### src/rtl/master_rx.sv
// master_rx: master-side receiver for the single-wire-request serial link.
// Waits for a local start while the slave reports rdy, pulls mosi low for one
// block, samples miso LSB-first, reassembles bytes and strobes them into a
// downstream byte sink. Shares clk with the slave, so miso/rdy are used
// directly without synchronizers.
//
// Ports:
//   clk      in   single clock, rising edge
//   rst      in   synchronous active-high reset
//   start    in   request one block (sampled in IDLE only)
//   rdy      in   slave has at least BLOCKSIZE bits buffered
//   miso     in   serial data from slave, LSB first
//   wfull    in   downstream sink full
//   mosi     out  request line, low while a transfer is active
//   wdata    out  assembled byte
//   wr       out  one-cycle write strobe for wdata
//   busy     out  transfer in progress (LEAD/SHIFT/GAP)
//   done     out  one-cycle pulse at end of block
//   ovf      out  sticky: a byte was written while wfull was high
//   bytecnt  out  bytes written in the current/last transfer
module master_rx #(
  parameter int BLOCKSIZE = 1024
) (
  input  logic        clk,
  input  logic        rst,
  input  logic        start,
  input  logic        rdy,
  input  logic        miso,
  input  logic        wfull,
  output logic        mosi,
  output logic [7:0]  wdata,
  output logic        wr,
  output logic        busy,
  output logic        done,
  output logic        ovf,
  output logic [10:0] bytecnt
);

  localparam int NB = BLOCKSIZE / 8;
  localparam logic [10:0] LAST_BYTE = 11'(NB - 1);

  typedef enum logic [1:0] {
    IDLE  = 2'd0,
    LEAD  = 2'd1,
    SHIFT = 2'd2,
    GAP   = 2'd3
  } state_t;

  state_t      state_r, state_s;
  logic [1:0]  lead_r, lead_s;     // LEAD latency counter, reused to time GAP
  logic [2:0]  bit_r, bit_s;
  logic [7:0]  sr_r, sr_s;
  logic        mosi_s;
  logic [7:0]  wdata_s;
  logic        wr_s;
  logic        busy_s;
  logic        done_s;
  logic        ovf_s;
  logic [10:0] bytecnt_s;

  // Next-state and next-output logic; every output is registered below.
  always_comb begin
    state_s   = state_r;
    lead_s    = lead_r;
    bit_s     = bit_r;
    sr_s      = sr_r;
    mosi_s    = mosi;
    wdata_s   = wdata;
    wr_s      = 1'b0;
    done_s    = 1'b0;
    ovf_s     = ovf;
    bytecnt_s = bytecnt;
    case (state_r)
      IDLE: begin
        mosi_s = 1'b1;
        if (start && rdy && !wfull) begin
          mosi_s    = 1'b0;
          lead_s    = 2'd0;
          bit_s     = 3'd0;
          bytecnt_s = 11'd0;
          ovf_s     = 1'b0;
          state_s   = LEAD;
        end else begin
          state_s = IDLE;
        end
      end
      LEAD: begin
        // Third LEAD edge lines bit 0 of byte 0 up with the following edge.
        lead_s = lead_r + 2'd1;
        if (lead_r == 2'd2) begin
          state_s = SHIFT;
        end else begin
          state_s = LEAD;
        end
      end
      SHIFT: begin
        sr_s  = {miso, sr_r[7:1]};
        bit_s = bit_r + 3'd1;
        if (bit_r == 3'd7) begin
          // Data is never stalled: a full sink only raises the sticky flag.
          wdata_s   = {miso, sr_r[7:1]};
          wr_s      = 1'b1;
          bytecnt_s = bytecnt + 11'd1;
          if (wfull) begin
            ovf_s = 1'b1;
          end else begin
            ovf_s = ovf;
          end
          if (bytecnt == LAST_BYTE) begin
            mosi_s  = 1'b1;
            done_s  = 1'b1;
            lead_s  = 2'd0;
            state_s = GAP;
          end else begin
            state_s = SHIFT;
          end
        end else begin
          state_s = SHIFT;
        end
      end
      GAP: begin
        // Two edges with mosi high let the slave fall back to idle.
        mosi_s = 1'b1;
        lead_s = lead_r + 2'd1;
        if (lead_r == 2'd1) begin
          state_s = IDLE;
        end else begin
          state_s = GAP;
        end
      end
      default: begin
        mosi_s  = 1'b1;
        state_s = IDLE;
      end
    endcase
    busy_s = (state_s != IDLE);
  end

  // State, datapath and output registers with synchronous reset.
  always_ff @(posedge clk) begin
    if (rst) begin
      state_r <= IDLE;
      lead_r  <= 2'd0;
      bit_r   <= 3'd0;
      sr_r    <= 8'd0;
      mosi    <= 1'b1;
      wdata   <= 8'd0;
      wr      <= 1'b0;
      busy    <= 1'b0;
      done    <= 1'b0;
      ovf     <= 1'b0;
      bytecnt <= 11'd0;
    end else begin
      state_r <= state_s;
      lead_r  <= lead_s;
      bit_r   <= bit_s;
      sr_r    <= sr_s;
      mosi    <= mosi_s;
      wdata   <= wdata_s;
      wr      <= wr_s;
      busy    <= busy_s;
      done    <= done_s;
      ovf     <= ovf_s;
      bytecnt <= bytecnt_s;
    end
  end

endmodule
### config.mk
export PLATFORM = sky130hd
export DESIGN_NAME = master_rx
export DESIGN_NICKNAME = d
export VERILOG_FILES = /design/src/rtl/master_rx.sv
export SDC_FILE = /design/constraint.sdc
export NUM_CORES = 1
export LEC_CHECK = 0
export BUFFER_PORTS_ARGS = -buffer_cell sky130_fd_sc_hd__buf_2
export CAP_MARGIN = 30
export CELL_PAD_IN_SITES_DETAIL_PLACEMENT = 0
export CELL_PAD_IN_SITES_GLOBAL_PLACEMENT = 1
export CORE_MARGIN = 8
export CORE_UTILIZATION = 30
export DETAILED_ROUTE_END_ITERATION = 12
export MAX_ROUTING_LAYER = met4
export PLACE_DENSITY = 0.69
export REMOVE_ABC_BUFFERS = 1
export SLEW_MARGIN = 40
export SYNTH_ARGS = -nofsm -noshare
export SYNTH_HDL_FRONTEND = slang
export SYNTH_SLANG_ARGS = --single-unit
### constraint.sdc
create_clock -name clk -period 2 [get_ports clk]
set_input_delay 0.5 -clock clk [delete_from_list [all_inputs] [get_ports clk]]
set_output_delay 0.5 -clock clk [all_outputs]
set_load 0.05 [all_outputs]
# --- After elaboration in Yosys (flattened, before gate mapping) ---
# Cells that the tools add are included.
op_classes:
  mul: 0
  n_reduce_logical: 16
  muxes: 25
  n_eq_ne: 11
  addsub: 3
  bitwise: 2
  magnitude_cmp: 0
  div: 0
  n_shift: 0
op_table:
  columns: ["operator", "count"]
  rows:
  - ["2-to-1 mux 11 bit", 2]
  - ["case mux 11 bit (2 select lines)", 1]
  - ["2-to-1 mux 2 bit", 6]
  - ["adder 11 x 1 -> 11 bit, second input constant", 1]
  - ["== test 11 x 7 -> 1 bit, second input constant", 1]
  - ["2-to-1 mux 1 bit", 10]
  - ["AND reduction 3 bit", 3]
  - ["inequality test 2 bit, second input constant", 4]
  - ["case mux 2 bit (4 select lines)", 1]
  - ["== test 2 bit, second input constant", 3]
  - ["case mux 2 bit (3 select lines)", 1]
  - ["case mux 3 bit (2 select lines)", 1]
  - ["== test 2 x 1 -> 1 bit, second input constant", 2]
  - ["AND reduction 2 bit", 2]
  - ["AND reduction 4 bit", 1]
  - ["nonzero test 2 bit", 2]
  - ["OR reduction 2 bit", 2]
  - ["adder 3 x 1 -> 3 bit, second input constant", 1]
  - ["== test 3 bit, second input constant", 1]
  - ["2-to-1 mux 3 bit", 1]
  - ["case mux 1 bit (3 select lines)", 1]
  - ["nonzero test 3 bit", 1]
  - ["OR reduction 3 bit", 1]
  - ["adder 2 x 1 -> 2 bit, second input constant", 1]
  - ["other kinds (5)", 7]
totals:
  ram_bits: 0
  out_inout_bits: 24
  latchBits: 0
  ff_bits: 39
  mem_count: 0
  mem_bits_ro: 0
  input_bits: 6
  elab_cells: 68

# --- Logic depth before layout (Yosys ltp) ---
# Gate-level depths: netlist of run 1.
logic_depth:
  ltp_word: 5
  depth_mapped: 7
  ltp_nobuf: 6

# --- Worst setup path after synthesis of run 1 ---
# OpenSTA, ideal clock, no wires.
synth_timing:
  path_type: "register to register"
  start: "register bytecnt[0]"
  end: "register lead_r[0]"
  synth_period_minus_slack_ps: 1860
  setup_slack_ps: 140
  n_path_buf: 1
  path_stages_with_launch: 7
  t_arrival_ps: 1744
  required_time_ps: 1884
  setup_ps: 116
  path_cell_list: "dfxtp_1 ha_1 and4_1 buf_2 and4_1 nand2_1 a31o_2"
synth_between:
  elab_chain_len: 3
synth_rtl:
  columns: ["item", "line_no", "text"]
  rows:
  - ["start, declared", "36", "output logic [10:0] bytecnt"]
  - ["start signal, assigned", "164", "bytecnt <= bytecnt_s;"]
  - ["== test 11 x 7 -> 1 bit", "109", "if (bytecnt == LAST_BYTE) begin"]
  - ["inequality test 2 bit (no source line)", null, null]
  - ["AND reduction 3 bit (no source line)", null, null]
  - ["end signal, assigned", "155", "lead_r <= lead_s;"]
  - ["end, declared", "50", "logic [1:0] lead_r, lead_s;"]
# Every way passes these cells.
# A chain may end at the register's enable or synchronous reset.

# --- Worst setup path in the final report of run 1 ---
layout_timing:
  start: "register bit_r[0]"
  end: "register bytecnt[3]"
layout_between:
  elab_chain_len: 3
layout_rtl:
  columns: ["item", "line_no", "text"]
  rows:
  - ["start, declared", "51", "logic [2:0] bit_r, bit_s;"]
  - ["start signal, assigned", "156", "bit_r <= bit_s;"]
  - ["== test 3 bit", "99", "if (bit_r == 3'd7) begin"]
  - ["inequality test 2 bit (no source line)", null, null]
  - ["AND reduction 3 bit (no source line)", null, null]
# Every way passes these cells.

==> results of run 1 <==
==> stage by stage <==
| stage | hold WS (ns) | worst slack, ns | power (mW) | util (%) | instances |
|---|---|---|---|---|---|
| after floorplan | 0.426 | 0.147 | 0.811 | - | 190 |
| after global placement | 0.440 | 0.326 | 0.839 | 34.6 | 297 |
| after detailed placement | 0.444 | 0.288 | 0.840 | 34.6 | 297 |
| after CTS | 0.453 | 0.328 | 1.63 | 37.1 | 305 |
| after global routing | 0.466 | 0.211 | 1.68 | 37.1 | 305 |
| final | 0.452 | 0.343 | 1.61 | 37.1 | 305 |
==> worst max-delay path, cell delays in order, from the launching register on <==
cell,delay [ns]
dfxtp_1,0.35
ha_1,0.16
ha_1,0.21
nand2_2,0.06
a21o_2,0.30
or3_1,0.36
a21oi_1,0.14
==> synthesized netlist by cell type <==
master	instances	share of area, %
and3b_2	1	0.60
and2b_1	1	0.45
a21oi_2	1	0.53
and4_1	3	1.6
nor3_1	4	1.2
nand3_1	6	1.8
clkbuf_1	6	1.4
mux2i_1	2	1.2
and2_2	1	0.45
and2_0	1	0.38
a31o_2	2	1.1
dfxtp_1	38	46
a311oi_1	1	0.53
o21ai_0	8	2.4
o21a_1	1	0.45
nand4_1	2	0.76
nor3b_1	1	0.45
or3_1	3	1.1
or3_4	1	0.68
a31oi_1	1	0.38
o21bai_1	1	0.45
a22oi_1	1	0.45
and2_1	2	0.76
or2_2	4	1.5
nand2_2	1	0.38
a21o_2	1	0.53
ha_1	5	3.8
nand2_1	42	9.5
nor2b_1	1	0.38
buf_4	1	0.45
and3_1	2	0.76
nand4bb_1	1	0.68
nor2_1	13	2.9
a21oi_1	30	9.1
nand3b_1	2	0.91
or2b_1	1	0.45
buf_6	3	2.0
buf_2	1	0.30
o22ai_1	1	0.38
inv_1	4	0.91
==> power breakdown <==
group          total (mW)  leakage (nW)  switching [mW]  internal, mW
logic              0.0579         0.449          0.0375        0.0204
registers           0.764         0.306         0.00355         0.760
clock network       0.785        0.0683           0.285         0.500
total                1.61         0.824           0.326          1.28
==> flip-flops by register name (all words and copies together) (netlist names) <==
signal   flops
bytecnt     11
wdata        8
ovf          1
bit_r        3
busy         1
mosi         1
wr           1
lead_r       2
state_r      2
sr_r         7
done         1
==> area by class of cell <==
class / count / area share (%)
Clock inverter: 3 / 3.43
Inverter: 4 / 0.749
Tap cell: 72 / 4.49
Sequential cell: 38 / 37.9
Clock buffer: 5 / 3.43
Timing Repair Buffer: 35 / 9.48
Multi-Input combinational cell: 148 / 40.5
==> metal layers <==
| metal | GRT usage (%) | wire length (µm) | up-vias |
|---|---|---|---|
| met1 | 10.9 | 1790 | 623 |
| met5 | - | 0 | - |
| met4 | 4.72 | 40 | 0 |
| li1 | - | - | 753 |
| met3 | 3.66 | 157 | 2 |
| met2 | 15.3 | 1770 | 25 |
==> cells by family after synthesis <==
logic type      Yosys count  synth area share [%]
flops                    38                  45.9
compound gates           48                  16.2
fa+ha+maj                 5                  3.78
mux                       2                  1.21
simple gates             93                  27.8
buf+inv                  15                  5.06
==> worst max path at each step <==
stage	from	end	slack, ns
5_1_grt	bit_r[0]$_SDFFE_PP0P_	bytecnt[10]$_SDFFE_PP0P_	0.21
2_1_floorplan	bytecnt[0]$_SDFFE_PP0P_	lead_r[0]$_SDFFE_PP0P_	0.15
6_report	bit_r[0]$_SDFFE_PP0P_	bytecnt[3]$_SDFFE_PP0P_	0.34
4_1_cts	bit_r[0]$_SDFFE_PP0P_	bytecnt[3]$_SDFFE_PP0P_	0.33
3_5_place_dp	wfull	bytecnt[3]$_SDFFE_PP0P_	0.29
3_3_place_gp	wfull	bytecnt[3]$_SDFFE_PP0P_	0.33
==> impl_metrics.ini, run 1 <==
[synth]
ys_warn_count = 0
ys_seq_area_share_pct = 45.9
synth_area_um2 = 1660
avgSynthCellArea_um2 = 8.24
ys_ff_latch = 38
yosysUniqueCellTypes = 40
syn_inst = 201

[routing]
vias = 1403
first_pass_iters = 4
drt_iter0_drc = 41
drc_errors = 0
wirelength_um = 3760
final_antenna_net_count = 0
via_per_inst = 4.60
avgRoutedWirePerCell_um = 12.3

[clock_tree]
clk_pin_slew_ns = 0.08
cts_resized = 0
h-tree-depth = 2
cts.sinks = 38
cts_hold_buf = 0
tritoncts = done
insertion_delay_ns = 0.29
cts-buffers-inserted = 5
clockRootBuffer = clkbuf_8
clockBufferDepth = 2
cts_setup_buffers = 0

[sta]
slew_headroom_pct = 73.7
fmax_mhz = 603
fin_crit_ns = 1.66
hold_viol = 0
grt_setup_unrepaired = false
post-route-period-util_pct = 82.9
drv_slew = 0
fin_setup_tns_ns = 0
worst_pin_slew_ns = 0.394
setup_viol = 0
fin_worst_skew_ns = 0.00555

[die]
die_y_um = 90.3
io_pins = 30
initial_utilization_pct = 30.6
die_area_um2 = 8160
die-width_um = 90.3
core_area_um2 = 5410
rows = 27

[finish]
antenna_cells = 0
syn_to_final_growth_pct = 21.1
final_cell_mix = nand2_1 (42), dfxtp_1 (38), a21oi_1 (30)
regArea_um2 = 761
fin_nets = 243
layout_commonest_cell = nand2_1
multi_input_area_um2 = 812
design_area_um2 = 2010
drive_above_1_share_pct = 23.6
nFillCells = 585

[global_routing]
grt_util_all_layers_pct = 9.84
grt_pass1_vias = 1341
overflow = 0
grt_max_degree = 17
antenna_found_initial = 0
grt_pass1_wl_um = 6400

[place]
portBuffers = 29
hpwlAfterDp_um = 2770
place_area_um2 = 1870
place_congestion = 0.787

[critical_path]
path_max_fanout = 13
critPathRequiredTime_ns = 2.22
reg2regPathDepth = 6
reg2reg_from = bit_r[0]$_SDFFE_PP0P_
crit_type = reg -> reg
timing.rr.end = bytecnt[3]$_SDFFE_PP0P_
crit_arrival_ns = 1.88
cp-end-kind = register
crit_path_start_kind = register
r2r_slack_ns = 0.34

[hold_path]
hold_class = reg -> reg
min_to = wdata[2]$_SDFFE_PP0P_
holdPathStages = 2
min-delay-start = wdata[2]$_SDFFE_PP0P_

[power_and_ir_drop]
power.density_nw_per_um2 = 801
vdd_drop_max_v = 0.000305
power_leakage_nw = 0.824

[job]
maxCapViolCount = 0

[run_status]
outcome = finished, final reports clean
Note: power is estimated with default switching activity, not from simulation.
==> run 2: changes to the inputs <==
- PLACE_DENSITY: 0.69 -> 0.71
- clock period: 2 -> 1.4 ns (I/O delays scaled with it)
==> impl_metrics.ini, run 2 (synthesized netlist as in run 1, its figures left out) <==
[place]
dp_cells = 318
place_area_um2 = 2030
place_congestion = 0.783
hpwlAfterDp_um = 2950
portBuffers = 29

[finish]
final_cell_count_no_fill = 329
top_register = bytecnt
design_area_um2 = 2320
reg_top3 = bytecnt x11, wdata x8, sr_r x7
antenna_cells = 0
syn_to_final_growth_pct = 39.9
drive_above_1_share_pct = 39.7
fin_nets = 267
final_cell_mix = nand2_1 (38), dfxtp_1 (35), buf_4 (30)
largest_reg_flops = 11
nFillCells = 569
layout_commonest_cell = nand2_1

[sta]
grt_setup_unrepaired = true
setup_viol = 7
post-route-period-util_pct = 103
drv_slew = 0
slew_headroom_pct = 81.3
fin_ws_ns = -0.0372
fin_crit_ns = 1.44
fmax_mhz = 696
fin_worst_skew_ns = 0.0139
worst_pin_slew_ns = 0.279
hold_viol = 0

[critical_path]
reg2regPathDepth = 6
timing.rr.end = bytecnt[10]$_SDFFE_PP0P_
path_max_fanout = 8
crit_buf_inv = 0
critPathRequiredTime_ns = 1.63
cp_slowest_stage_delay_ns = 0.36
cp-end-kind = register
crit_start = bit_r[1]$_SDFFE_PP0P_
r2r_slack_ns = -0.04
crit_family = simple AND/OR/NAND/NOR gates
path_cells = ha_4, ha_4, nand2_2, a21o_4, or3_1, a21oi_2
cpMostUsedCell = ha_4
cpMaxStageDelayCell = dfxtp_2
reg2reg_from = bit_r[1]$_SDFFE_PP0P_
crit_path_start_kind = register
crit_type = reg -> reg
crit_arrival_ns = 1.67

[global_routing]
overflow = 0
grt_pass1_vias = 1518
grt_pass1_wl_um = 7110
grt_max_degree = 14
grt_util_all_layers_pct = 10.8
antenna_found_initial = 0

[die]
die-width_um = 90.3
die_y_um = 90.3
die_area_um2 = 8160
io_pins = 30
core_area_um2 = 5410
rows = 27
initial_utilization_pct = 30.6

[routing]
drc_errors = 0
first_pass_iters = 4
vias = 1568
drt_iter0_drc = 117
avgRoutedWirePerCell_um = 13.0
via_per_inst = 4.77
final_antenna_net_count = 0
wirelength_um = 4260

[clock_tree]
h-tree-depth = 2
tritoncts = done
cts-buffers-inserted = 5
cts.sinks = 38
clk_pin_slew_ns = 0.09
clockBufferDepth = 2
insertion_delay_ns = 0.29
cts_hold_buf = 0
clockRootBuffer = clkbuf_8

[hold_path]
holdPathStages = 3
hold_class = in -> reg
min_to = sr_r[7]$_SDFFE_PP0P_
min-delay-start = miso

[job]
maxCapViolCount = 0

[power_and_ir_drop]
power_leakage_nw = 0.949
power.density_nw_per_um2 = 1000
vdd_drop_max_v = 0.000478

[run_status]
outcome = finished with violations
violations = setup timing
[run 2: area by class of cell]
class                           instances  area [µm²]  area share [%]
Clock buffer                            5        68.8            2.97
Tap cell                               72        90.1            3.89
Inverter                                4        15.0           0.648
Clock inverter                          3        68.8            2.97
Sequential cell                        38         764            33.0
Timing Repair Buffer                   59         403            17.4
Multi-Input combinational cell        148         907            39.1
[run 2: repair_timing]
item                       in CTS  in global routing
buffers inserted                3                  0
pin swaps                      13                  9
resized for setup              18                 26
setup endpoints to repair      27                 25
[run 2: report_power, final]
part	internal [mW]	leakage, nW	total (mW)	switching (mW)
Combinational	0.0419	0.573	0.102	0.0605
Sequential	1.09	0.308	1.09	0.00439
Clock	0.714	0.0683	1.14	0.421
[run 2: through the flow]
step	total power [mW]	util, %	hold slack (ns)	setup TNS, ns	worst slack [ns]
floorplan	1.16	-	0.419	-4.52	-0.453
global placement	1.21	37.5	0.441	-2.18	-0.125
detailed placement	1.21	37.5	0.446	-2.26	-0.162
CTS	2.35	41.5	0.304	-0.111	-0.0236
global route	2.41	42.9	0.331	-0.647	-0.0782
finish	2.33	42.9	0.319	-0.121	-0.0372
[run 2: worst max path at each step]
stage,cells past startpoint,endpoint,slack (ns)
after floorplan,5,lead_r[0]$_SDFFE_PP0P_,-0.45
after global placement,6,bytecnt[3]$_SDFFE_PP0P_,-0.12
after detailed placement,6,bytecnt[10]$_SDFFE_PP0P_,-0.16
after CTS,7,mosi$_SDFFE_PP1P_,-0.02
after global routing,6,bytecnt[10]$_SDFFE_PP0P_,-0.08
final,6,bytecnt[10]$_SDFFE_PP0P_,-0.04
[run 2: metal layers]
layer  wire length, µm  track usage, %
met5                 0               -
met4                64            4.85
met3               157            3.08
met2              2090            17.2
met1              1950            12.4
[run 2: worst reg2reg max path, cell delays in order, from the launching register on]
cell and delay, ns:
dfxtp_2 0.36, ha_4 0.15, ha_4 0.14, nand2_2 0.05, a21o_4 0.22, or3_1 0.32
a21oi_2 0.13
